===== src/rtl/fatmeshy_pkg.sv =====
// Shared fatmeshy link types and constants used by the lane transmitter.
package fatmeshy_pkg;

    localparam int LINK_WORD_SIZE       = 28;
    localparam int LINK_TX_REJECT_CNT_W = 16;
    localparam logic [7:0] LINK_TX_IDLE_PATTERN = 8'hBC;

    typedef enum logic {
        LTX_IDLE = 1'b0,
        LTX_SEND = 1'b1
    } link_tx_state_t;

endpackage


===== src/rtl/link_tx_fifo.sv =====
// Word FIFO for the lane transmitter; power-of-two depth, exposes occupancy.
module link_tx_fifo #(
    parameter int WIDTH = 8,
    parameter int DEPTH = 4
) (
    input  logic                     clk,
    input  logic                     rst_n,
    input  logic                     push,
    input  logic [WIDTH-1:0]         push_data,
    input  logic                     pop,
    output logic [WIDTH-1:0]         head,
    output logic [$clog2(DEPTH):0]   count,
    output logic                     empty
);
    localparam int CW = $clog2(DEPTH);

    logic [DEPTH-1:0][WIDTH-1:0] mem;
    logic [CW-1:0]               wr_ptr;
    logic [CW-1:0]               rd_ptr;

    // Storage carries no reset; only pointers and occupancy define validity.
    always_ff @(posedge clk) begin
        if (push) mem[wr_ptr] <= push_data;
    end

    always_ff @(posedge clk or negedge rst_n) begin
        if (!rst_n) begin
            wr_ptr <= '0;
            rd_ptr <= '0;
            count  <= '0;
        end else begin
            if (push) wr_ptr <= wr_ptr + 1'b1;
            if (pop)  rd_ptr <= rd_ptr + 1'b1;
            case ({push, pop})
                2'b10:   count <= count + 1'b1;
                2'b01:   count <= count - 1'b1;
                default: count <= count;
            endcase
        end
    end

    assign head  = mem[rd_ptr];
    assign empty = (count == '0);

endmodule


===== src/rtl/link_tx_lane.sv =====
// Serialises ARQ link words onto a narrow PHY lane, LSB beat first.
// Macro LINK_TX_LANE_IDLE_FILL_EN: drive IDLE_PATTERN fill beats while idle.
module link_tx_lane
    import fatmeshy_pkg::*;
#(
    parameter int LANE_WIDTH = 8,
    parameter int DEPTH      = 4,
    parameter logic [LANE_WIDTH-1:0] IDLE_PATTERN = LANE_WIDTH'(LINK_TX_IDLE_PATTERN)
) (
    input  logic                            clk,
    input  logic                            rst_n,
    input  logic [LINK_WORD_SIZE-1:0]       word_data,
    input  logic                            word_valid,
    input  logic                            word_prio,
    output logic                            word_accept,
    output logic                            word_reject,
    output logic [LANE_WIDTH-1:0]           lane_data,
    output logic                            lane_valid,
    output logic                            lane_first,
    output logic                            lane_idle,
    input  logic                            lane_ready,
    output logic [LINK_TX_REJECT_CNT_W-1:0] reject_count
);
    localparam int BEATS = (LINK_WORD_SIZE + LANE_WIDTH - 1) / LANE_WIDTH;
    localparam int SHW   = BEATS * LANE_WIDTH;
    localparam int BW    = (BEATS > 1) ? $clog2(BEATS) : 1;
    localparam int CW    = $clog2(DEPTH);
    localparam logic [CW:0]   FULL_LVL  = (CW+1)'(DEPTH);
    localparam logic [CW:0]   RSVD_LVL  = (CW+1)'(DEPTH - 1);
    localparam logic [BW-1:0] LAST_BEAT = BW'(BEATS - 1);
`ifdef LINK_TX_LANE_IDLE_FILL_EN
    localparam bit IDLE_FILL = 1'b1;
`else
    localparam bit IDLE_FILL = 1'b0;
`endif

    link_tx_state_t            state, state_nxt;
    logic [SHW-1:0]            shreg;
    logic [BW-1:0]             beat_cnt;
    logic [LINK_WORD_SIZE-1:0] fifo_head;
    logic [CW:0]               fifo_count;
    logic                      fifo_empty;
    logic                      load, shift;
    logic                      started;

    // Admission looks only at registered occupancy; the top slot is prio-only.
    assign word_accept = word_valid && (word_prio ? (fifo_count < FULL_LVL)
                                                  : (fifo_count < RSVD_LVL));
    assign word_reject = word_valid && !word_accept;

    link_tx_fifo #(
        .WIDTH (LINK_WORD_SIZE),
        .DEPTH (DEPTH)
    ) u_fifo (
        .clk       (clk),
        .rst_n     (rst_n),
        .push      (word_accept),
        .push_data (word_data),
        .pop       (load),
        .head      (fifo_head),
        .count     (fifo_count),
        .empty     (fifo_empty)
    );

    always_ff @(posedge clk or negedge rst_n) begin
        if (!rst_n) state <= LTX_IDLE;
        else        state <= state_nxt;
    end

    always_comb begin
        lane_valid = 1'b0;
        lane_first = 1'b0;
        lane_idle  = 1'b0;
        lane_data  = '0;
        state_nxt  = state;
        load       = 1'b0;
        shift      = 1'b0;
        if (state == LTX_SEND) begin
            lane_valid = 1'b1;
            lane_first = (beat_cnt == '0);
            lane_data  = shreg[LANE_WIDTH-1:0];
        end else if (IDLE_FILL && started) begin
            lane_valid = 1'b1;
            lane_idle  = 1'b1;
            lane_data  = IDLE_PATTERN;
        end
        case (state)
            LTX_IDLE: begin
                // A visible idle beat must be consumed before a word replaces it.
                if (!fifo_empty && (!lane_valid || lane_ready)) begin
                    state_nxt = LTX_SEND;
                    load      = 1'b1;
                end
            end
            LTX_SEND: begin
                if (lane_ready) begin
                    if (beat_cnt == LAST_BEAT) begin
                        if (!fifo_empty) load      = 1'b1;
                        else             state_nxt = LTX_IDLE;
                    end else begin
                        shift = 1'b1;
                    end
                end
            end
            default: state_nxt = LTX_IDLE;
        endcase
    end

    always_ff @(posedge clk or negedge rst_n) begin
        if (!rst_n) begin
            shreg    <= '0;
            beat_cnt <= '0;
        end else if (load) begin
            shreg    <= SHW'(fifo_head);
            beat_cnt <= '0;
        end else if (shift) begin
            shreg    <= shreg >> LANE_WIDTH;
            beat_cnt <= beat_cnt + 1'b1;
        end
    end

    // Idle fill stays off for the first cycle after reset release.
    always_ff @(posedge clk or negedge rst_n) begin
        if (!rst_n) started <= 1'b0;
        else        started <= 1'b1;
    end

    always_ff @(posedge clk or negedge rst_n) begin
        if (!rst_n)
            reject_count <= '0;
        else if (word_reject && reject_count != '1)
            reject_count <= reject_count + 1'b1;
    end

endmodule


===== config.mk =====
export PLATFORM = sky130hd
export DESIGN_NAME = link_tx_lane
export DESIGN_NICKNAME = d
export VERILOG_FILES = /design/src/rtl/fatmeshy_pkg.sv /design/src/rtl/link_tx_fifo.sv /design/src/rtl/link_tx_lane.sv
export SDC_FILE = /design/constraint.sdc
export NUM_CORES = 1
export LEC_CHECK = 0
export CAP_MARGIN = 20
export CORE_MARGIN = 4
export CORE_UTILIZATION = 44
export CTS_CLUSTER_DIAMETER = 60
export DETAILED_ROUTE_END_ITERATION = 10
export GPL_TIMING_DRIVEN = 0
export PLACE_DENSITY = 0.62
export SETUP_SLACK_MARGIN = 0.3
export SYNTH_ARGS = -nofsm -noshare
export SYNTH_HDL_FRONTEND = slang
export SYNTH_SLANG_ARGS = --single-unit

===== constraint.sdc =====
create_clock -name clk -period 4.47 [get_ports clk]
set_clock_uncertainty 0.05 [all_clocks]
set_input_delay 0.894 -clock clk [delete_from_list [all_inputs] [get_ports clk]]
set_output_delay 0.894 -clock clk [all_outputs]
set_load 0.03 [all_outputs]

==> run_results.csv <==
group,metric,value,unit
clocking,ctsResizeCount,0,
detailed_routing,dr_wl_met2,5970,µm
clocking,cts.sinks,166,
detailed_routing,wl,12200,µm
finish,syn_to_final_growth,21.5,%
worst_setup_path,r2r-start,"u_fifo.count[0]$_DFFE_PN0P_",
synth,synth.most_common_cell,"edfxtp_1",
place,dp_slack,0.796,ns
worst_setup_path,crit_arrival,2.76,ns
synth,synth_top_area_share,50.7,%
detailed_routing,drc_errors,0,
clocking,cts_tree,"done",
finish,antenna_cells,0,
sta,hold_viol_final,0,
sta,fin_crit,3.71,ns
floorplanning,rows,44,
place,gp_congestion,0.735,
floorplanning,ios,62,
place,hpwl,7880,µm
worst_setup_path,setup.worst_path.class,"primary input to output port",
place,numPortBuffers,60,
sta,worst_pin_slew,0.818,ns
synth,synth_edf_count,112,
clocking,cts_hold_buf,0,
detailed_routing,wl_met1,5440,µm
synth,avgSynthCellArea,16.5,µm²
sta,setup_tns,0,ns
detailed_routing,wl_met3,577,µm
synth,ys_seq_area_share,71.1,%
clocking,cts_buffers,17,
synth,yosys.cell_types.count,47,
sta,slew_headroom,45.5,%
synth,ys_ff_latch,166,
sta,period_share,82.9,%
finish,layout-drive-gt1-share,16.2,%
clocking,cts.clk_slew.worst_paths,0.06,ns
floorplanning,start_util,45.3,%
global_route,grt_pass1_vias,3761,
clocking,cts_root_buf,"clkbuf_16",
floorplanning,core_area,14600,µm²
global_route,antenna_found_initial,0,
min_path,whs_path_depth,2,
synth,synth_area_leaders,"edfxtp_1 51%, dfrtp_1 20%, mux4_2 9.5%",
synth,syn_area,6630,µm²
min_path,min_path_type,"register to register",
clocking,htreeDepth,4,
synth,synthTopCellsByCount,"112 x edfxtp_1, 63 x nand2_1, 54 x dfrtp_1, 28 x mux4_2, 20 x a22oi_1",
detailed_routing,route.vias.total,3595,
power_and_ir_drop,powerDensity,617,nW/µm²
power_and_ir_drop,p_total,4.97,mW
sta,clock.fmax,0.270,GHz
clocking,post_cts_buffers,0,
worst_setup_path,cp.required,3.53,ns
synth,yosysWarnings,0,
worst_setup_path,r2r_cells,9,
detailed_routing,drtIter0Drc,269,
worst_setup_path,cp_max_fo,5,
sta,setup_violations,0,
detailed_routing,drtAntennaViolNets,0,
detailed_routing,viasPerCell,5.30,
synth,synth_largest_area_cell,"edfxtp_1",
run_status,outcome,"finished, final reports clean",
worst_setup_path,crit_start,"word_prio",
worst_setup_path,end_kind,"output port",
clocking,cts_buffer_depth,2,
clocking,clkLatencyLatePin,0.42,ns
job,maxCapViolCount,0,
synth,ys_async_sr_fraction,32.5,%
detailed_routing,highest-signal-layer,"met4",
power_and_ir_drop,cellLeakagePower,3.09,nW
detailed_routing,wl_per_cell,17.9,µm
sta,slew_violations,0,
sta,rsz0062_at_grt,"no",
sta,fin_ws,0.765,ns
synth,synthCells,401,
global_route,grt_overflow_total,0,
finish,nets,523,
floorplanning,die_w,131,µm
synth,synth_nets,443,
detailed_routing,drt_first_pass_iters,4,
synth,synth-main-ff-cell,"edfxtp_1",
floorplanning,die_area,17100,µm²
global_route,gr-usage-all-layers,15.5,%
global_route,grt_pass1_wl,19800,µm
worst_setup_path,cp-start-kind,"primary input",
power_and_ir_drop,vdd_ir_drop_max,0.287,mV
global_route,grt_max_degree,29,
floorplanning,die_height,131,µm
min_path,min_from,"shreg[27]$_DFFE_PN0P_",
[state kept, by name, indices dropped and copies added, names as in the netlist]
register,cells
reject_count,16
beat_cnt,2
u_fifo.mem,112
u_fifo.wr_ptr,2
shreg,28
u_fifo.rd_ptr,2
u_fifo.count,3
state,1
[layout by cell type, fill, tap and decap left out, types with 2 or more instances in the layout]
cell type / instances
a22oi_1: 20
clkdlybuf4s50_1: 59
buf_2: 9
nand4_1: 2
mux2_2: 3
ha_1: 8
nand3b_1: 2
nor2_1: 4
inv_1: 9
nor4b_1: 2
nand3_1: 13
and3b_1: 2
dfrtp_1: 54
and2_1: 9
xor2_1: 10
edfxtp_1: 112
bufinv_16: 2
and3_2: 4
nand2_1: 63
clkbuf_1: 13
xnor2_1: 8
a21oi_1: 3
nor3_1: 4
clkbuf_16: 17
clkinv_2: 2
clkbuf_8: 4
mux4_2: 28
[cell type report]
class	instances	area (µm²)
plain buffers	16	73.8
clock buffers	27	503
clock inverters	5	73.8
fillers	1163	6590
inverters	9	33.8
multi-input cells	210	1810
flip-flops and latches	166	4710
well taps	184	230
repair buffers	61	616
[stage by stage]
step | std cells | instance area (µm²) | utilization (%) | hold WS [ns]
2_1_floorplan | 401 | 6630 | - | 0.388
3_3_place_gp | 645 | 7460 | 51.0 | 0.414
3_5_place_dp | 646 | 7480 | 51.1 | 0.417
4_1_cts | 678 | 8060 | 55.0 | 0.427
5_1_grt | 678 | 8060 | 55.0 | 0.466
6_report | 678 | 8060 | 55.0 | 0.429
[report_power, final]
| group | switching [mW] | total [mW] | internal (mW) |
|---|---|---|---|
| clock network | 0.542 | 1.42 | 0.879 |
| registers | 0.174 | 2.16 | 1.98 |
| logic | 0.759 | 1.40 | 0.637 |
[routing by layer]
metal	global-route usage (%)	vias up
li1	-	1676
met1	20.5	1828
met2	24.9	76
met3	3.94	15
met4	5.81	0
met5	0	-
[worst max-delay path, cell delays in order]
cell and delay (ns):
clkdlybuf4s50_1 0.50, and3b_1 0.21, nor2_1 0.22, nand2_1 0.19
inv_1 0.08, clkdlybuf4s50_1 0.66
[logic make-up (layout without fill, tap and decap cells)]
logic type	count (synthesis)	after routing	synth area share (%)
AO/OA/AOI/OAI	33	33	3.92
XOR/XNOR	18	18	2.38
adder cells (fa/ha/maj)	9	9	1.81
buffers and inverters	25	118	1.62
flip-flops	166	166	71.1
multiplexers	32	32	10.2
other	1	1	0.0565
AND/OR/NAND/NOR	117	117	8.87
[path summary, 6_finish.rpt]
kind                                          endpoint  slack, ns
setup / recovery                           word_accept       0.76
min in group asynchronous         shreg[6]$_DFFE_PN0P_       0.44
hold / removal                   shreg[19]$_DFFE_PN0P_       0.43
max in group asynchronous              state$_DFF_PN0_       3.35
setup reg to reg           u_fifo.count[2]$_DFFE_PN0P_       1.93
hold reg to reg                  shreg[19]$_DFFE_PN0P_       0.43
No activity file was read; power rests on OpenSTA's default activity.
